==> config.mk <==
export PLATFORM = sky130hd
export DESIGN_NAME = ccff_chain_loader
export DESIGN_NICKNAME = d
export VERILOG_FILES = /design/src/rtl/ccff_chain_loader.sv
export SDC_FILE = /design/constraint.sdc
export NUM_CORES = 1
export LEC_CHECK = 0
export ABC_AREA = 1
export CAP_MARGIN = 20
export CORE_MARGIN = 4
export CORE_UTILIZATION = 39
export DETAILED_ROUTE_END_ITERATION = 8
export REMOVE_ABC_BUFFERS = 1
export SKIP_CTS_REPAIR_TIMING = 1
export SYNTH_ARGS = -nofsm -noshare
export SYNTH_HDL_FRONTEND = slang
export SYNTH_SLANG_ARGS = --single-unit
==> constraint.sdc <==
create_clock -name prog_clk -period 2.8 [get_ports prog_clk]
set_input_delay 0.28 -clock prog_clk [delete_from_list [all_inputs] [get_ports prog_clk]]
set_output_delay 0.28 -clock prog_clk [all_outputs]
set_load 0.01 [all_outputs]
==> src/rtl/ccff_chain_loader.sv <==
// Purpose: serialises configuration words onto the config-FF chain head and captures tail bits as readback words.
// Latency: one handshake cycle plus one shift cycle per chain bit per word; readback word appears the cycle after its last bit.
// Backpressure: cfg_ready is high only in LOAD, so words stall there indefinitely; rb_valid has no backpressure.
module ccff_chain_loader #(
    parameter int WORD_WIDTH   = 8,
    parameter int CHAIN_LENGTH = 30,
    parameter int CNT_WIDTH    = 16
) (
    input  logic                  prog_clk,
    input  logic                  prog_reset,
    input  logic                  start,
    input  logic [WORD_WIDTH-1:0] cfg_data,
    input  logic                  cfg_valid,
    output logic                  cfg_ready,
    output logic                  ccff_head,
    output logic                  ccff_shift_en,
    input  logic                  ccff_tail,
    output logic [WORD_WIDTH-1:0] rb_data,
    output logic                  rb_valid,
    output logic                  busy,
    output logic                  done
);

    typedef enum logic [1:0] {
        ST_IDLE  = 2'd0,
        ST_LOAD  = 2'd1,
        ST_SHIFT = 2'd2,
        ST_DONE  = 2'd3
    } state_t;

    localparam logic [CNT_WIDTH-1:0] CHAIN_LEN_C = CNT_WIDTH'(CHAIN_LENGTH);
    localparam logic [CNT_WIDTH-1:0] WORD_W_C    = CNT_WIDTH'(WORD_WIDTH);
    localparam logic [CNT_WIDTH-1:0] ONE_C       = CNT_WIDTH'(1);

    state_t                state;
    state_t                state_nxt;

    // Outgoing word, already advanced past the bit currently on ccff_head.
    logic [WORD_WIDTH-1:0] cfg_shreg;
    // Partially assembled readback word; unfilled positions stay zero.
    logic [WORD_WIDTH-1:0] rb_shreg;
    logic [WORD_WIDTH-1:0] rb_merged;

    logic [CNT_WIDTH-1:0]  bits_sent;   // chain bits shifted so far in this load
    logic [CNT_WIDTH-1:0]  word_bit;    // bit position within the current word
    logic [CNT_WIDTH-1:0]  word_bits;   // number of bits of the current word that go into the chain
    logic [CNT_WIDTH-1:0]  bits_left;
    logic [CNT_WIDTH-1:0]  load_bits;

    logic                  word_last;   // this shift cycle carries the last bit of the word
    logic                  chain_last;  // this shift cycle carries the last bit of the chain
    logic                  rb_word_end; // readback word completes on this shift cycle

    // State register; reset aborts any load in flight.
    always_ff @(posedge prog_clk or posedge prog_reset) begin
        if (prog_reset) begin
            state <= ST_IDLE;
        end else begin
            state <= state_nxt;
        end
    end

    // Next-state decode, state-derived outputs and per-cycle shift bookkeeping.
    always_comb begin
        state_nxt   = state;
        cfg_ready   = 1'b0;
        busy        = 1'b0;
        done        = 1'b0;
        bits_left   = CHAIN_LEN_C - bits_sent;
        load_bits   = (bits_left < WORD_W_C) ? bits_left : WORD_W_C;
        word_last   = (word_bit == (word_bits - ONE_C));
        chain_last  = ((bits_sent + ONE_C) >= CHAIN_LEN_C);
        rb_word_end = (word_bit == (WORD_W_C - ONE_C)) || chain_last;
        rb_merged   = rb_shreg | (WORD_WIDTH'(ccff_tail) << word_bit);

        case (state)
            ST_IDLE: begin
                if (start) begin
                    state_nxt = ST_LOAD;
                end
            end
            ST_LOAD: begin
                cfg_ready = 1'b1;
                busy      = 1'b1;
                if (cfg_valid) begin
                    state_nxt = ST_SHIFT;
                end
            end
            ST_SHIFT: begin
                busy = 1'b1;
                if (word_last) begin
                    state_nxt = chain_last ? ST_DONE : ST_LOAD;
                end
            end
            ST_DONE: begin
                done = 1'b1;
                if (start) begin
                    state_nxt = ST_LOAD;
                end
            end
            default: begin
                state_nxt = ST_IDLE;
            end
        endcase
    end

    // Datapath: word latch, serialiser, counters and readback assembly.
    always_ff @(posedge prog_clk or posedge prog_reset) begin
        if (prog_reset) begin
            cfg_shreg     <= '0;
            rb_shreg      <= '0;
            rb_data       <= '0;
            rb_valid      <= 1'b0;
            ccff_head     <= 1'b0;
            ccff_shift_en <= 1'b0;
            bits_sent     <= '0;
            word_bit      <= '0;
            word_bits     <= '0;
        end else begin
            rb_valid <= 1'b0;
            case (state)
                ST_IDLE, ST_DONE: begin
                    if (start) begin
                        bits_sent <= '0;
                        word_bit  <= '0;
                        rb_shreg  <= '0;
                    end
                end
                ST_LOAD: begin
                    // Bit 0 goes straight onto the head so the first shift cycle follows the handshake.
                    if (cfg_valid) begin
                        cfg_shreg     <= cfg_data >> 1;
                        ccff_head     <= cfg_data[0];
                        ccff_shift_en <= 1'b1;
                        word_bits     <= load_bits;
                    end
                end
                ST_SHIFT: begin
                    if (bits_sent < CHAIN_LEN_C) begin
                        bits_sent <= bits_sent + ONE_C;
                    end
                    // Tail bit sampled here is the value before this cycle's shift edge.
                    if (rb_word_end) begin
                        rb_data  <= rb_merged;
                        rb_valid <= 1'b1;
                        rb_shreg <= '0;
                        word_bit <= '0;
                    end else begin
                        rb_shreg <= rb_merged;
                        word_bit <= word_bit + ONE_C;
                    end
                    // Upper bits of a partial final word are simply never presented.
                    if (word_last) begin
                        ccff_head     <= 1'b0;
                        ccff_shift_en <= 1'b0;
                    end else begin
                        ccff_head <= cfg_shreg[0];
                        cfg_shreg <= cfg_shreg >> 1;
                    end
                end
                default: begin
                end
            endcase
        end
    end

endmodule

==> impl_metrics.env, run 1 <==
export IMPL_die_w_um=123
export IMPL_cp_max_fo=7
export IMPL_status="complete, no violations"
export IMPL_path_buf_inv=2
export IMPL_yosys_warnings=0
export IMPL_min_delay_path_class="in2async"
export IMPL_synthToLayoutAreaGrowth_pct=13.4
export IMPL_core_area_mm2=0.0128
export IMPL_synthMuxAreaShare=0
export IMPL_cts_sinks=76
export IMPL_final_nets=802
export IMPL_clockBufferDepth=2
export IMPL_end_kind="flip-flop"
export IMPL_synth_cell_types=35
export IMPL_io_pins=27
export IMPL_numCtsBuffers=9
export IMPL_grt_pass1_wl_mm=21.5
export IMPL_layout_commonest_cell="nand2_1"
export IMPL_routedWlPerCell_um=13.1
export IMPL_clock_latency_ns=0.35
export IMPL_syn_inst=758
export IMPL_synth_xor_area_share=0.0604
export IMPL_slew_headroom=0.500
export IMPL_totalWireLength_mm=12.5
export IMPL_drc_errors=0
export IMPL_mostFrequentLayoutCells="nand2_1 (237), nor2_1 (101), inv_1 (99), dfrtp_1 (76), nand3_1 (69)"
export IMPL_setup_viol=0
export IMPL_portBuffers=26
export IMPL_syn_area_mm2=0.00520
export IMPL_dr_first_iter_drc_count=315
export IMPL_grt_pass1_vias=4463
export IMPL_place_ws_ns=0.426
export IMPL_leakage_uw=0.00297
export IMPL_synth_simple_area_share=0.380
export IMPL_post_route_period_util=0.864
export IMPL_crit_arrival_ns=2.70
export IMPL_final_min_clock_period_ns=2.42
export IMPL_hold_slack_ns=0.200
export IMPL_finClkSkew_ns=0.00870
export IMPL_antenna_left=0
export IMPL_synth_top_family_by_area="simple AND/OR/NAND/NOR gates"
export IMPL_setup_ws_ns=0.381
export IMPL_htreeDepth=3
export IMPL_grt_usage=0.178
export IMPL_vias=4689
export IMPL_initial_core_util=0.405
export IMPL_slew_violations=0
export IMPL_cp_slowest_cell="dfrtp_1"
export IMPL_async_flop_share=1.00
export IMPL_drv_cap=0
export IMPL_grt_overflow=0
export IMPL_cts_tree="done"
export IMPL_worstPathCellList="inv_1 > ha_1 > nand3_1 > nor2_1 > nand2_1 > nand2_1 > nand2_1 > inv_1 > nand4_1 > nor2_1 > nand3_2 > nand2_2 > nand2_1 > nand2_1"
export IMPL_slowest_delay_ns=0.41
export IMPL_gp_congestion=0.871
export IMPL_cpLargestDelayFamily="simple AND/OR/NAND/NOR gates"
export IMPL_critPathKind="reg2reg"
export IMPL_ir_drop_mv=0.668
export IMPL_diodes=0
export IMPL_worst_slew_pin_slew_ns=0.745
export IMPL_grt_max_degree=64
export IMPL_synth_flop_cell="dfrtp_1"
export IMPL_max_freq_mhz=413
export IMPL_antenna_found_initial=0
export IMPL_crit_path_start_kind="flip-flop"
export IMPL_cp_data_required_time_ns=3.08
export IMPL_hpwlAfterDp_mm=9.37
export IMPL_rsz0062_at_grt="false"
export IMPL_die_area_mm2=0.0152
export IMPL_power_density_mw_per_mm2=726
export IMPL_path_common_cell="nand2_1"
export IMPL_fp_dieH_um=123
export IMPL_synthAdderAreaFrac=0.0241
export IMPL_root_buffer="clkbuf_16"
export IMPL_ys_ff_latch=76
export IMPL_rows=41
export IMPL_seq_area_frac_synth=0.366
export IMPL_synth_compound_area_frac=0.0761
export IMPL_final_setup_tns_ns=0
export IMPL_drive_above_1_share=0.0778
export IMPL_finalHoldViolCount=0
export IMPL_drt_first_pass_iters=5
export IMPL_avgSynthCellArea_um2=6.86
export IMPL_vias_per_cell=4.90
export IMPL_synth_edf_count=0
export IMPL_cts_clk_slew_worst_paths_ns=0.06
path summary, 6_finish.rpt:
| check | start | endpoint | slack, ns | depth (start not counted) |
|---|---|---|---|---|
| max | word_bits[0] | cfg_shreg[6] | 0.38 | 14 |
| max in group asynchronous | prog_reset | word_bits[12] | 1.95 | 3 |
| min in group prog_clk | rb_data[6] | rb_data[6] | 0.47 | 2 |
| max reg2reg | word_bits[0] | cfg_shreg[6] | 0.38 | 14 |
| min reg2reg | rb_data[6] | rb_data[6] | 0.47 | 2 |
| min | prog_reset | bits_sent[6] | 0.20 | 2 |
area by class of cell:
class / count / area (um^2)
clock buffers: 12 / 246
multi-input cells: 560 / 2810
clock inverters: 4 / 25.0
repair buffers: 32 / 318
inverters: 100 / 375
fillers: 1303 / 6930
flip-flops and latches: 76 / 1900
well taps: 172 / 215
layer usage:
metal,part of all wire,GRT usage
met5,0,0
met4,0.016,0.0623
met3,0.036,0.0293
met2,0.44,0.266
met1,0.51,0.261
synth_stat cells (9+ instances only):
cell,count,area (um^2)
nand3_1,69,345
xor2_1,28,245
nand2_1,237,890
nor2_1,101,379
buf_2,9,45.0
nand4_1,14,87.6
nor3_1,9,45.0
ha_1,10,125
o21ai_0,16,80.1
inv_1,100,375
dfrtp_1,76,1900
clkbuf_1,9,33.8
o21ai_2,13,114
registers in the layout (all words and copies together) (netlist names):
register and count:
cfg_shreg 7, rb_shreg 8, rb_valid 1, ccff_shift_en 1, word_bit 16, bits_sent 16, state 2, ccff_head 1
rb_data 8, word_bits 16
power breakdown:
part / switching [uW] / internal, uW / total (uW)
registers: 133 / 1270 / 1410
clock network: 477 / 622 / 1100
logic: 1130 / 641 / 1770
total: 1740 / 2540 / 4280
cell families after synthesis:
family,after synthesis
flops,76
buf+inv,122
compound gates,59
xor+xnor,35
fa+ha+maj,10
simple gates,456
stage by stage:
step	utilization	cells	total power, uW	area [um^2]
2_1_floorplan	-	736	2540	5090
3_3_place_gp	0.438	940	3180	5620
3_5_place_dp	0.438	940	3210	5620
4_1_cts	0.460	956	4310	5890
5_1_grt	0.460	956	4640	5890
6_report	0.460	956	4280	5890
No activity file was read; power rests on OpenSTA's default activity.
==> inputs of run 2 (changes only) <==
--- a/config.mk
+++ b/config.mk
@@ -7,9 +7,10 @@
 export LEC_CHECK = 0
 export ABC_AREA = 1
 export CAP_MARGIN = 20
-export CORE_MARGIN = 4
+export CORE_MARGIN = 2
 export CORE_UTILIZATION = 39
 export DETAILED_ROUTE_END_ITERATION = 8
+export PLACE_DENSITY_LB_ADDON = 0.08
 export REMOVE_ABC_BUFFERS = 1
 export SKIP_CTS_REPAIR_TIMING = 1
 export SYNTH_ARGS = -nofsm -noshare
==> run 2 against run 1 <==
Power is essentially flat. Via count shrank 0.19%. Final area grew 0.11%. Highest routed layer unchanged. Flip-flop and latch count is the same. Critical path depth is the same. Largest cell class unchanged. Clock skew is essentially flat. Setup slack lost 0.0078 ns.
==> impl_metrics.env, run 2 (synthesized netlist as in run 1, its figures left out) <==
export IMPL_clock_latency_ns=0.35
export IMPL_core_area_mm2=0.0131
export IMPL_dp_cells=943
export IMPL_setup_viol=0
export IMPL_design_area_mm2=0.00590
export IMPL_hpwlAfterDp_mm=9.31
export IMPL_grt_overflow=0
export IMPL_n_fill_cell=1373
export IMPL_die_area_mm2=0.0143
export IMPL_final_setup_tns_ns=0
export IMPL_cp_slowest_cell="dfrtp_1"
export IMPL_post_route_period_util=0.867
export IMPL_diodes=0
export IMPL_numCtsBuffers=9
export IMPL_cts_sinks=76
export IMPL_drt_first_pass_iters=5
export IMPL_rsz0062_at_grt="false"
export IMPL_max_freq_mhz=412
export IMPL_mostFrequentLayoutCells="nand2_1 (237), nor2_1 (101), inv_1 (99), dfrtp_1 (76), nand3_1 (69)"
export IMPL_min_delay_path_class="in2async"
export IMPL_final_nets=801
export IMPL_path_buf_inv=2
export IMPL_slew_violations=0
export IMPL_worstPathCellList="inv_1 > ha_1 > nand3_1 > nor2_1 > nand2_1 > nand2_1 > nand2_1 > inv_1 > nand4_1 > nor2_1 > nand3_2 > nand2_2 > nand2_1 > nand2_1"
export IMPL_clockBufferDepth=2
export IMPL_synthToLayoutAreaGrowth_pct=13.5
export IMPL_finalHoldViolCount=0
export IMPL_gp_congestion=0.951
export IMPL_die_w_um=119
export IMPL_initial_core_util=0.396
export IMPL_grt_max_degree=46
export IMPL_htreeDepth=3
export IMPL_layout_commonest_cell="nand2_1"
export IMPL_cp_max_fo=7
export IMPL_antenna_found_initial=0
export IMPL_cp_data_required_time_ns=3.09
export IMPL_ff2ff_path_depth=14
export IMPL_fp_dieH_um=119
export IMPL_final_min_clock_period_ns=2.43
export IMPL_stdcell_count=959
export IMPL_grt_pass1_wl_mm=21.6
export IMPL_rows=42
export IMPL_end_kind="flip-flop"
export IMPL_vias_per_cell=4.88
export IMPL_cpLargestDelayFamily="simple AND/OR/NAND/NOR gates"
export IMPL_routedWlPerCell_um=12.9
export IMPL_dr_first_iter_drc_count=428
export IMPL_totalWireLength_mm=12.4
export IMPL_grt_usage=0.188
export IMPL_setup_ws_ns=0.373
export IMPL_crit_path_start_kind="flip-flop"
export IMPL_ir_drop_mv=0.831
export IMPL_largestRegisters="bits_sent: 16 flops, word_bit: 16 flops, word_bits: 16 flops"
export IMPL_dpl_instance_area_mm2=0.00562
export IMPL_path_common_cell="nand2_1"
export IMPL_worst_path_stages=14
export IMPL_io_pins=27
export IMPL_slowest_delay_ns=0.40
export IMPL_cts_tree="done"
export IMPL_worst_slew_pin_slew_ns=0.761
export IMPL_vias=4680
export IMPL_drive_above_1_share=0.0779
export IMPL_status="complete, no violations"
export IMPL_portBuffers=26
export IMPL_grt_pass1_vias=4429
export IMPL_critPathKind="reg2reg"
export IMPL_leakage_uw=0.00297
export IMPL_cts_clk_slew_worst_paths_ns=0.06
export IMPL_root_buffer="clkbuf_16"
export IMPL_place_ws_ns=0.397
export IMPL_drc_errors=0
export IMPL_power_density_mw_per_mm2=726
export IMPL_drv_cap=0
export IMPL_antenna_left=0
export IMPL_crit_arrival_ns=2.71
export IMPL_slew_headroom=0.490
export IMPL_finClkSkew_ns=0.00861
run 2: power breakdown:
part	switching, uW	leakage [uW]	total [uW]	internal, uW
Combinational	1140	0.00182	1760	622
Clock	487	0.000128	1110	626
Sequential	135	0.00102	1410	1270
run 2: routing by layer:
layer / routed length (um) / vias up / GRT usage
li1: - / 2401 / -
met1: 6240 / 2154 / 0.272
met2: 5360 / 109 / 0.283
met3: 533 / 16 / 0.0268
met4: 247 / 0 / 0.0721
met5: 0 / - / 0
run 2: final timing paths:
kind / from / to / slack, ns
setup / recovery: word_bits[0] / cfg_shreg[2] / 0.37
hold / removal: prog_reset / bits_sent[14] / 0.30
setup reg to reg: word_bits[0] / cfg_shreg[2] / 0.37
hold reg to reg: rb_data[1] / rb_data[1] / 0.47
max in group asynchronous: prog_reset / word_bit[8] / 1.88
min in group prog_clk: rb_data[1] / rb_data[1] / 0.47
run 2: final cells by class:
type / instances / area (um^2) / area share
Clock buffer: 11 / 243 / 0.0411
Clock inverter: 5 / 36.3 / 0.00615
Inverter: 100 / 377 / 0.0638
Multi-Input combinational cell: 560 / 2810 / 0.477
Sequential cell: 76 / 1900 / 0.322
Tap cell: 176 / 220 / 0.0373
Timing Repair Buffer: 31 / 310 / 0.0526
run 2: stage by stage:
step	total power (uW)	hold WS (ns)	util
global placement	3180	0.455	0.428
floorplan	2540	0.428	-
CTS	4320	0.326	0.449
finish	4280	0.296	0.449
global route	4610	0.371	0.449
detailed placement	3200	0.460	0.428
==> variant (settings of run 1) <==
The 4 states of `state_t` get a Gray code encoding in 2 bits.
--- a/src/rtl/ccff_chain_loader.sv
+++ b/src/rtl/ccff_chain_loader.sv
@@ -24,6 +24,6 @@
     typedef enum logic [1:0] {
-        ST_IDLE  = 2'd0,
-        ST_LOAD  = 2'd1,
-        ST_SHIFT = 2'd2,
-        ST_DONE  = 2'd3
+        ST_IDLE  = 2'b00,
+        ST_LOAD  = 2'b01,
+        ST_SHIFT = 2'b11,
+        ST_DONE  = 2'b10
     } state_t;
Function: same outputs for any inputs over 10 cycles, from zero or initial values and one cycle with prog_reset high; not proved beyond that.
==> variant against run 1 <==
  * Synthesized cell count is 2.8% lower
  * Sequential cell count stayed put
  * Fmax is 1.3% lower
  * Routed wire length is 0.98% higher
  * Cell count is 2.1% lower
  * Combinational power is 45% higher
  * Design area is 3.3% lower
  * Synthesized area is 4.9% lower
  * Power is 29% higher
  * Setup slack worse by 0.032 ns
==> variant: results (changes against run 1) <==
<table>
<tr><th>Metric</th><th>Value</th></tr>
<tr><th colspan="2">Status</th></tr>
<tr><td>Outcome</td><td>finished, final reports clean</td></tr>
<tr><th colspan="2">Synthesis</th></tr>
<tr><td>Complex-gate fraction of the synthesized area</td><td>4.96% (-2.6 points)</td></tr>
<tr><td>Synth cell count leaders</td><td>sky130_fd_sc_hd__nand2_1, sky130_fd_sc_hd__inv_1, sky130_fd_sc_hd__nor2_1</td></tr>
<tr><td>Cell types with the largest area share after synthesis</td><td>sky130_fd_sc_hd__dfrtp_1, sky130_fd_sc_hd__nand2_1, sky130_fd_sc_hd__inv_1</td></tr>
<tr><td>Adder-cell area share of the yosys netlist</td><td>1.52% (-0.89 points)</td></tr>
<tr><td>Sequential element share of the synthesized area</td><td>38.5% (+1.9 points)</td></tr>
<tr><td>XOR/XNOR share of the synthesized area</td><td>6.20% (+0.16 points)</td></tr>
<tr><th colspan="2">Placed design</th></tr>
<tr><td>Placed Area</td><td>0.00539 mm^2 (-4.2%)</td></tr>
<tr><td>Half-perimeter wire length after placement</td><td>9.54 mm (+1.9%)</td></tr>
<tr><td>Cell count after placement</td><td>920 (-2.1%)</td></tr>
<tr><th colspan="2">Pwr</th></tr>
<tr><td>Worst VDD drop</td><td>0.660 mV (-1.2%)</td></tr>
<tr><td>Clk. pwr</td><td>1.21 mW (+10%)</td></tr>
<tr><td>Switching power of the nets</td><td>2.47 mW (+42%)</td></tr>
<tr><th colspan="2">Routing</th></tr>
<tr><td>Detailed Route WL</td><td>12.6 mm (+0.98%)</td></tr>
<tr><td>Total met3 wirelength after detailed routing</td><td>802 um (+81%)</td></tr>
<tr><td>Routed length on met1</td><td>5.97 mm (-6.6%)</td></tr>
<tr><td>Drt initial violations</td><td>317 (+0.63%)</td></tr>
<tr><td>Via density</td><td>4.85 (-1.2%)</td></tr>
<tr><th colspan="2">Finish</th></tr>
<tr><td>Layout fillers</td><td>1302 (-0.077%)</td></tr>
<tr><td>Fraction of final layout cells sized beyond drive strength 1</td><td>5.60% (-2.2 points)</td></tr>
<tr><th colspan="2">Floorplan</th></tr>
<tr><td>Die width</td><td>121 um (-2.3%)</td></tr>
<tr><th colspan="2">GRT</th></tr>
<tr><td>Global-route met2 utilization</td><td>29.0% (+2.4 points)</td></tr>
<tr><td>Global-route wire length before repair</td><td>21.7 mm (+0.93%)</td></tr>
<tr><td>Met3 Resource Use GR</td><td>4.49% (+1.6 points)</td></tr>
<tr><td>Total track usage</td><td>18.7% (+0.82 points)</td></tr>
<tr><th colspan="2">STA</th></tr>
<tr><td>Clk_skew</td><td>0.00880 ns (+0.000102 ns)</td></tr>
</table>
==> variant: cell types whose count changed after synthesis, sizes merged, moves of 5 or more <==
cell / delta
nand2: +20
nand3: -15
a21oi: -12
nor2: -12
nor3: +5
==> variant: final timing paths <==
kind	endpoint	start	slack, ns	cells past startpoint
max	rb_data[0]$_DFFE_PP0P_	bits_sent[0]$_DFFE_PP0P_	0.35	14
min in group prog_clk	rb_shreg[3]$_DFFE_PP0P_	rb_shreg[3]$_DFFE_PP0P_	0.49	2
max reg2reg	rb_data[0]$_DFFE_PP0P_	bits_sent[0]$_DFFE_PP0P_	0.35	14
min	bits_sent[12]$_DFFE_PP0P_	prog_reset	0.36	2
max in group asynchronous	bits_sent[0]$_DFFE_PP0P_	prog_reset	1.82	3
min reg2reg	rb_shreg[3]$_DFFE_PP0P_	rb_shreg[3]$_DFFE_PP0P_	0.49	2
==> variant: logic make-up after synthesis <==
kind of cell	count (synthesis)
flops	76
simple gates	456
compound gates	46
buf+inv	118
fa+ha+maj	6
xor+xnor	35
==> variant: critical path, stage by stage, from the launching register on <==
cell	delay [ns]
sky130_fd_sc_hd__dfrtp_1	0.49
sky130_fd_sc_hd__ha_1	0.32
sky130_fd_sc_hd__inv_1	0.10
sky130_fd_sc_hd__nor2_2	0.20
sky130_fd_sc_hd__nand2_1	0.07
sky130_fd_sc_hd__nand2_1	0.09
sky130_fd_sc_hd__nor2_1	0.05
sky130_fd_sc_hd__nor2_1	0.10
sky130_fd_sc_hd__nand3_1	0.09
sky130_fd_sc_hd__nor2_2	0.13
sky130_fd_sc_hd__nand3_2	0.17
sky130_fd_sc_hd__nand2_1	0.24
sky130_fd_sc_hd__inv_1	0.15
sky130_fd_sc_hd__nand2_1	0.09
sky130_fd_sc_hd__nand2_1	0.05
